`src/rtl/spi_slave_gen.sv`:
```
// SPI slave front-end for the single-port RAM: deserialises {cmd,payload} frames from MOSI
// and serialises RAM read data onto MISO, flagging aborted frames and read-data timeouts.
module spi_slave_gen #(
    parameter int PAYLOAD_W  = 8,
    parameter int DATA_W     = 8,
    parameter int LSB_FIRST  = 0,
    parameter int TX_TIMEOUT = 16
) (
    input  logic                 clk,
    input  logic                 rst_n,
    input  logic                 SS_n,
    input  logic                 MOSI,
    output logic                 MISO,
    output logic                 rx_valid,
    output logic [PAYLOAD_W+1:0] rx_data,
    input  logic                 tx_valid,
    input  logic [DATA_W-1:0]    tx_data,
    output logic                 busy,
    output logic                 frame_err
);
    localparam int RX_W  = PAYLOAD_W + 2;
    localparam int MAX_A = (RX_W > DATA_W) ? RX_W : DATA_W;
    localparam int MAX_V = (MAX_A > TX_TIMEOUT) ? MAX_A : TX_TIMEOUT;
    localparam int CW    = $clog2(MAX_V + 1);

    localparam logic [CW-1:0] RX_LAST   = CW'(RX_W - 1);
    localparam logic [CW-1:0] WAIT_LAST = CW'(TX_TIMEOUT - 1);
    localparam logic [CW-1:0] TX_BITS   = CW'(DATA_W);

    typedef enum logic [2:0] {
        IDLE, CHK_CMD, WRITE, READ_ADD, READ_DATA, RD_WAIT, RD_TX, DONE
    } state_t;

    state_t               state;
    logic [CW-1:0]        cnt;
    logic [1:0]           cmd;
    logic [PAYLOAD_W-1:0] pay;
    logic [PAYLOAD_W-1:0] pay_nx;
    logic [DATA_W-1:0]    tx_sr;
    logic                 rd_addr_ok;

    // Payload shifts in from the end matching the wire order, so rx_data is always {cmd, payload}.
    always_comb begin
        if (LSB_FIRST != 0) pay_nx = {MOSI, pay[PAYLOAD_W-1:1]};
        else                pay_nx = {pay[PAYLOAD_W-2:0], MOSI};
    end

    function automatic logic tx_bit(input logic [DATA_W-1:0] w);
        return (LSB_FIRST != 0) ? w[0] : w[DATA_W-1];
    endfunction

    function automatic logic [DATA_W-1:0] tx_shift(input logic [DATA_W-1:0] w);
        return (LSB_FIRST != 0) ? (w >> 1) : (w << 1);
    endfunction

    assign busy = (state != IDLE);

    always_ff @(posedge clk or negedge rst_n) begin
        if (!rst_n) begin
            state      <= IDLE;
            cnt        <= '0;
            cmd        <= '0;
            pay        <= '0;
            tx_sr      <= '0;
            rd_addr_ok <= 1'b0;
            MISO       <= 1'b0;
            rx_valid   <= 1'b0;
            rx_data    <= '0;
            frame_err  <= 1'b0;
        end else begin
            rx_valid  <= 1'b0;
            frame_err <= 1'b0;
            MISO      <= 1'b0;
            // Deselect wins over everything, including a frame completing on this edge.
            if (state != IDLE && SS_n) begin
                state <= IDLE;
                cnt   <= '0;
                if (state inside {CHK_CMD, WRITE, READ_ADD, READ_DATA, RD_TX}) frame_err <= 1'b1;
            end else begin
                case (state)
                    IDLE: begin
                        if (!SS_n) begin
                            state <= CHK_CMD;
                            cnt   <= '0;
                        end
                    end
                    CHK_CMD: begin
                        cmd[1] <= MOSI;
                        cnt    <= CW'(1);
                        if (!MOSI)           state <= WRITE;
                        else if (rd_addr_ok) state <= READ_DATA;
                        else                 state <= READ_ADD;
                    end
                    WRITE, READ_ADD, READ_DATA: begin
                        cnt <= cnt + CW'(1);
                        if (cnt == CW'(1)) cmd[0] <= MOSI;
                        else               pay    <= pay_nx;
                        if (cnt == RX_LAST) begin
                            rx_valid <= 1'b1;
                            rx_data  <= {cmd, pay_nx};
                            cnt      <= '0;
                            if (cmd == 2'b10)      rd_addr_ok <= 1'b1;
                            else if (cmd == 2'b11) rd_addr_ok <= 1'b0;
                            state <= (state == READ_DATA && cmd == 2'b11) ? RD_WAIT : DONE;
                        end
                    end
                    RD_WAIT: begin
                        if (tx_valid) begin
                            MISO  <= tx_bit(tx_data);
                            tx_sr <= tx_shift(tx_data);
                            cnt   <= CW'(1);
                            state <= RD_TX;
                        end else if (cnt == WAIT_LAST) begin
                            frame_err <= 1'b1;
                            cnt       <= '0;
                            state     <= DONE;
                        end else begin
                            cnt <= cnt + CW'(1);
                        end
                    end
                    RD_TX: begin
                        if (cnt == TX_BITS) begin
                            cnt   <= '0;
                            state <= DONE;
                        end else begin
                            MISO  <= tx_bit(tx_sr);
                            tx_sr <= tx_shift(tx_sr);
                            cnt   <= cnt + CW'(1);
                        end
                    end
                    DONE: begin
                    end
                    default: state <= IDLE;
                endcase
            end
        end
    end
endmodule

```
`config.mk`:
```
export PLATFORM = sky130hd
export DESIGN_NAME = spi_slave_gen
export DESIGN_NICKNAME = d
export VERILOG_FILES = /design/src/rtl/spi_slave_gen.sv
export SDC_FILE = /design/constraint.sdc
export NUM_CORES = 1
export LEC_CHECK = 0
export ABC_AREA = 1
export ABC_CLOCK_PERIOD_IN_PS = 3300
export CELL_PAD_IN_SITES_DETAIL_PLACEMENT = 1
export CELL_PAD_IN_SITES_GLOBAL_PLACEMENT = 1
export CORE_AREA = 10 10 81 83
export DETAILED_ROUTE_END_ITERATION = 7
export DIE_AREA = 0 0 91 93
export HOLD_SLACK_MARGIN = 0.03
export PLACE_DENSITY_LB_ADDON = 0.1
export SETUP_SLACK_MARGIN = 0.3
export SLEW_MARGIN = 20
export SYNTH_ARGS = -nofsm -noshare
export SYNTH_HDL_FRONTEND = slang
export SYNTH_SLANG_ARGS = --single-unit
```
`constraint.sdc`:
```
create_clock -name clk -period 3.3 [get_ports clk]
set_input_delay 0.66 -clock clk [delete_from_list [all_inputs] [get_ports clk]]
set_output_delay 0.66 -clock clk [all_outputs]
set_load 0.02 [all_outputs]
```
==> impl_summary.log <==
[metrics] sum of net half-perimeters after detailed placement: 3370 um
[metrics] clock edge transition at the registers on the reported setup and hold paths: 80 ps
[metrics] area of the mapped netlist: 1930 um^2
[metrics] total detailed-routing wirelength: 4410 um
[metrics] worst min-delay path class: in2async
[metrics] Crit-path slowest cell: dfrtp_1
[metrics] CTS tree: yes
[metrics] crit-path cells: inv_2 > nand2_2 > clkdlybuf4s50_1
[metrics] wire length of the first global-routing pass: 8020 um
[metrics] FF+latch count, synth: 38
[metrics] power share of the sequential group: 0.407
[metrics] r2r worst-path depth: 7
[metrics] chip width: 91 um
[metrics] total I/O pin count: 27
[metrics] number of antenna violations at the first check in global routing: 0
[metrics] outcome: finished, final reports clean
[metrics] post-route fraction of the period consumed by the critical path: 0.717
[metrics] Worst Path Buf+Inv: 2
[metrics] initial core utilization: 0.385
[metrics] maximum number of pins on one net before global-route repair: 39
[metrics] detailed-route via count: 1536
[metrics] actual slew at the worst max-slew pin: 848 ps
[metrics] syn nets: 248
[metrics] die height: 93 um
[metrics] capture instance of the worst register-to-register path: rd_addr_ok$_DFFE_PN0P_
[metrics] final cell area excluding filler cells: 2320 um^2
[metrics] fraction of post-synthesis cell area in the top cell type by area: 0.494
[metrics] placed instance count: 320
[metrics] cell type with the largest total area after synthesis: dfrtp_1
[metrics] number of flops mapped to enable cells by yosys: 0
[metrics] biggest fanout along the worst timing path: 10
[metrics] drt first pass iters: 4
[metrics] mean area per synthesized cell: 8.34 um^2
[metrics] gate count after technology mapping: 231
[metrics] final count of negative-setup-slack endpoints: 0
[metrics] Met3 Routed Length: 166 um
[metrics] kind of end point of the critical path: output pin
[metrics] leading post-synthesis cells by instance count: 57 x nand2_1, 38 x dfrtp_1, 28 x inv_1
[metrics] Yosys cell types: 27
[metrics] number of setup buffers added after CTS: 0
[metrics] detail-routed net length per standard cell: 13.4 um
[metrics] sequential area share after synthesis: 0.494
[metrics] Core Rows: 26
[metrics] vias in the first global route: 1746
[metrics] maximum count of clock buffers along a single path: 2
[metrics] count of routing violations after the opening detailed-route iteration: 36
[metrics] RSZ-0062 raised after global routing: no
[metrics] number of warnings issued by yosys: 0
[metrics] most area-consuming cells after synthesis: dfrtp_1 49%, nand2_1 11%, o21ai_0 6.5%
[metrics] worst path required time: 2640 ps
[metrics] mean number of vias per cell: 4.68
[metrics] leakage power total: 1.12 nW
[metrics] Clk Tree Root Cell: clkbuf_8
[metrics] post-detailed-placement cell area: 2210 um^2
[metrics] type of the worst setup path: reg2out
[metrics] TritonCTS buffer count: 5
[metrics] number of nets in the layout: 274
[metrics] async set-or-reset flop fraction in the synthesized netlist: 1.00
[metrics] fraction of power consumed by the clock network: 0.233
[metrics] post-layout instance count excluding filler cells: 328
[metrics] number of buffers inserted by hold repair at cts: 0
[metrics] total power draw: 0.00168 W
[metrics] switching part of the total: 0.390
[metrics] clock tree skew after final layout: 11.9 ps
[metrics] power density of the placed cells: 725 nW/um^2
[metrics] Internal Power: 0.00103 W
[metrics] gate family responsible for the most delay along the worst path: buffers and inverters
[metrics] worst setup slack for register-to-register paths: 1210 ps
[metrics] Worst Setup Start Kind: flip-flop
[metrics] count of instances resized after the clock tree is built: 0
[metrics] highest cell delay on the worst timing path: 600 ps
[metrics] floorplan core area: 5010 um^2
[metrics] Max-slew headroom: 0.435
[metrics] max-slew violation count: 0
[metrics] met1 layer wirelength in the final routing: 2050 um
[metrics] remaining antenna violation count after routing: 0
[metrics] upper clock frequency limit: 422 MHz
[metrics] most frequent cell after synthesis: nand2_1
[metrics] ant diodes: 0
[metrics] top sig layer: met4
[metrics] arrival time worst endpoint: 1710 ps
[metrics] sum of negative setup slack: 0 ps
[metrics] top_reg_cell synth: dfrtp_1
[metrics] last weighted congestion value of the routability-driven placer: 0.790
[metrics] Total Die Area: 8460 um^2
[metrics] reg-to-reg startpoint: state[2]$_DFFE_PN0P_
[metrics] max-cap violations: 0
[metrics] worst-case vdd ir drop: 0.441 mV
[metrics] share of cells above drive strength 1: 0.124
[metrics] Overall Global Routing Usage: 0.113
[metrics] Detail Route met2 WL: 2140 um
[metrics] number of endpoints with negative hold slack in the final report: 0
[metrics] combinational share of power: 0.360
[metrics] area added between synthesis and finish: 20.5%
[metrics] clock latency on the worst-skew pair: 290 ps
[metrics] H-tree depth: 2
[metrics] aggregate global routing overflow: 0
[metrics] port bufs: 26
[metrics] post-route minimum period: 2370 ps
[metrics] residual DRC count: 0
[metrics] net switching power: 0.000656 W
[metrics] number of clock sinks: 38
[power groups by stage]
stage	logic, W	clock network, W	registers [W]
global placement	0.000604	0	0.000693
CTS	0.000621	0.000399	0.000689
finish	0.000606	0.000392	0.000686
detailed placement	0.000617	0	0.000697
floorplan	0.000475	0	0.000672
global route	0.000713	0.000420	0.000710
[cell type report]
class / count / area [um^2]
clock buffers: 5 / 68.8
clock inverters: 3 / 40.0
fillers: 634 / 2690
inverters: 30 / 113
multi-input cells: 156 / 807
flip-flops and latches: 38 / 951
well taps: 70 / 87.6
repair buffers: 26 / 255
[stage by stage]
stage	setup slack [ps]	hold WS, ps	utilization
floorplan	1910	364	-
global placement	862	461	0.442
detailed placement	765	465	0.442
CTS	912	479	0.464
global route	851	511	0.464
finish	933	474	0.464
[layout by cell type, fill, tap and decap left out, types with 4 or more instances in the layout]
cell	Yosys	final
nand2_1	57	57
inv_1	28	28
ha_1	4	4
nand3_1	14	14
a21oi_1	6	6
clkdlybuf4s50_1	0	25
o21ai_1	6	6
clkbuf_8	0	5
nand2_2	11	11
o21ai_0	25	25
nor2_1	12	12
dfrtp_1	38	38
[layer usage]
metal / global-route usage / up-vias
li1: - / 786
met1: 0.137 / 722
met2: 0.190 / 22
met3: 0.0304 / 6
met4: 0.0431 / 0
met5: 0 / -
[worst reg2reg max path: stages (launching register included)]
cell and delay [ps]:
dfrtp_1 530, inv_2 150, nand2_2 70, nand2_2 210, nand3b_1 540, nor2_1 320, nor2_1 70, a21oi_1 110
[cell families after synthesis]
kind of cell / Yosys count / share of synthesized area
buffers and inverters: 37 / 0.0877
DFF: 38 / 0.494
adders and majority gates: 4 / 0.0260
xor gates and xnor gates: 2 / 0.00909
AOI/OAI and AO/OA: 44 / 0.124
and+or+nand+nor: 106 / 0.260
[flip-flops by register name, summed over array words and instances (netlist names)]
register and flops:
rx_valid 1, cmd 2, frame_err 1, tx_sr 7, state 3, rd_addr_ok 1
rx_data 10, cnt 5, pay 7, MISO 1
[worst max-delay path by stage]
stage | start | endpoint | slack (ps) | cells after the start
6_report | state[2]$_DFFE_PN0P_ | busy | 930 | 3
5_1_grt | state[2]$_DFFE_PN0P_ | busy | 850 | 3
4_1_cts | state[2]$_DFFE_PN0P_ | busy | 910 | 3
3_5_place_dp | SS_n | rd_addr_ok$_DFFE_PN0P_ | 770 | 6
3_3_place_gp | SS_n | rd_addr_ok$_DFFE_PN0P_ | 860 | 6
2_1_floorplan | state[0]$_DFFE_PN0P_ | cnt[3]$_DFFE_PN0P_ | 1910 | 8
No activity file was read; power rests on OpenSTA's default activity.
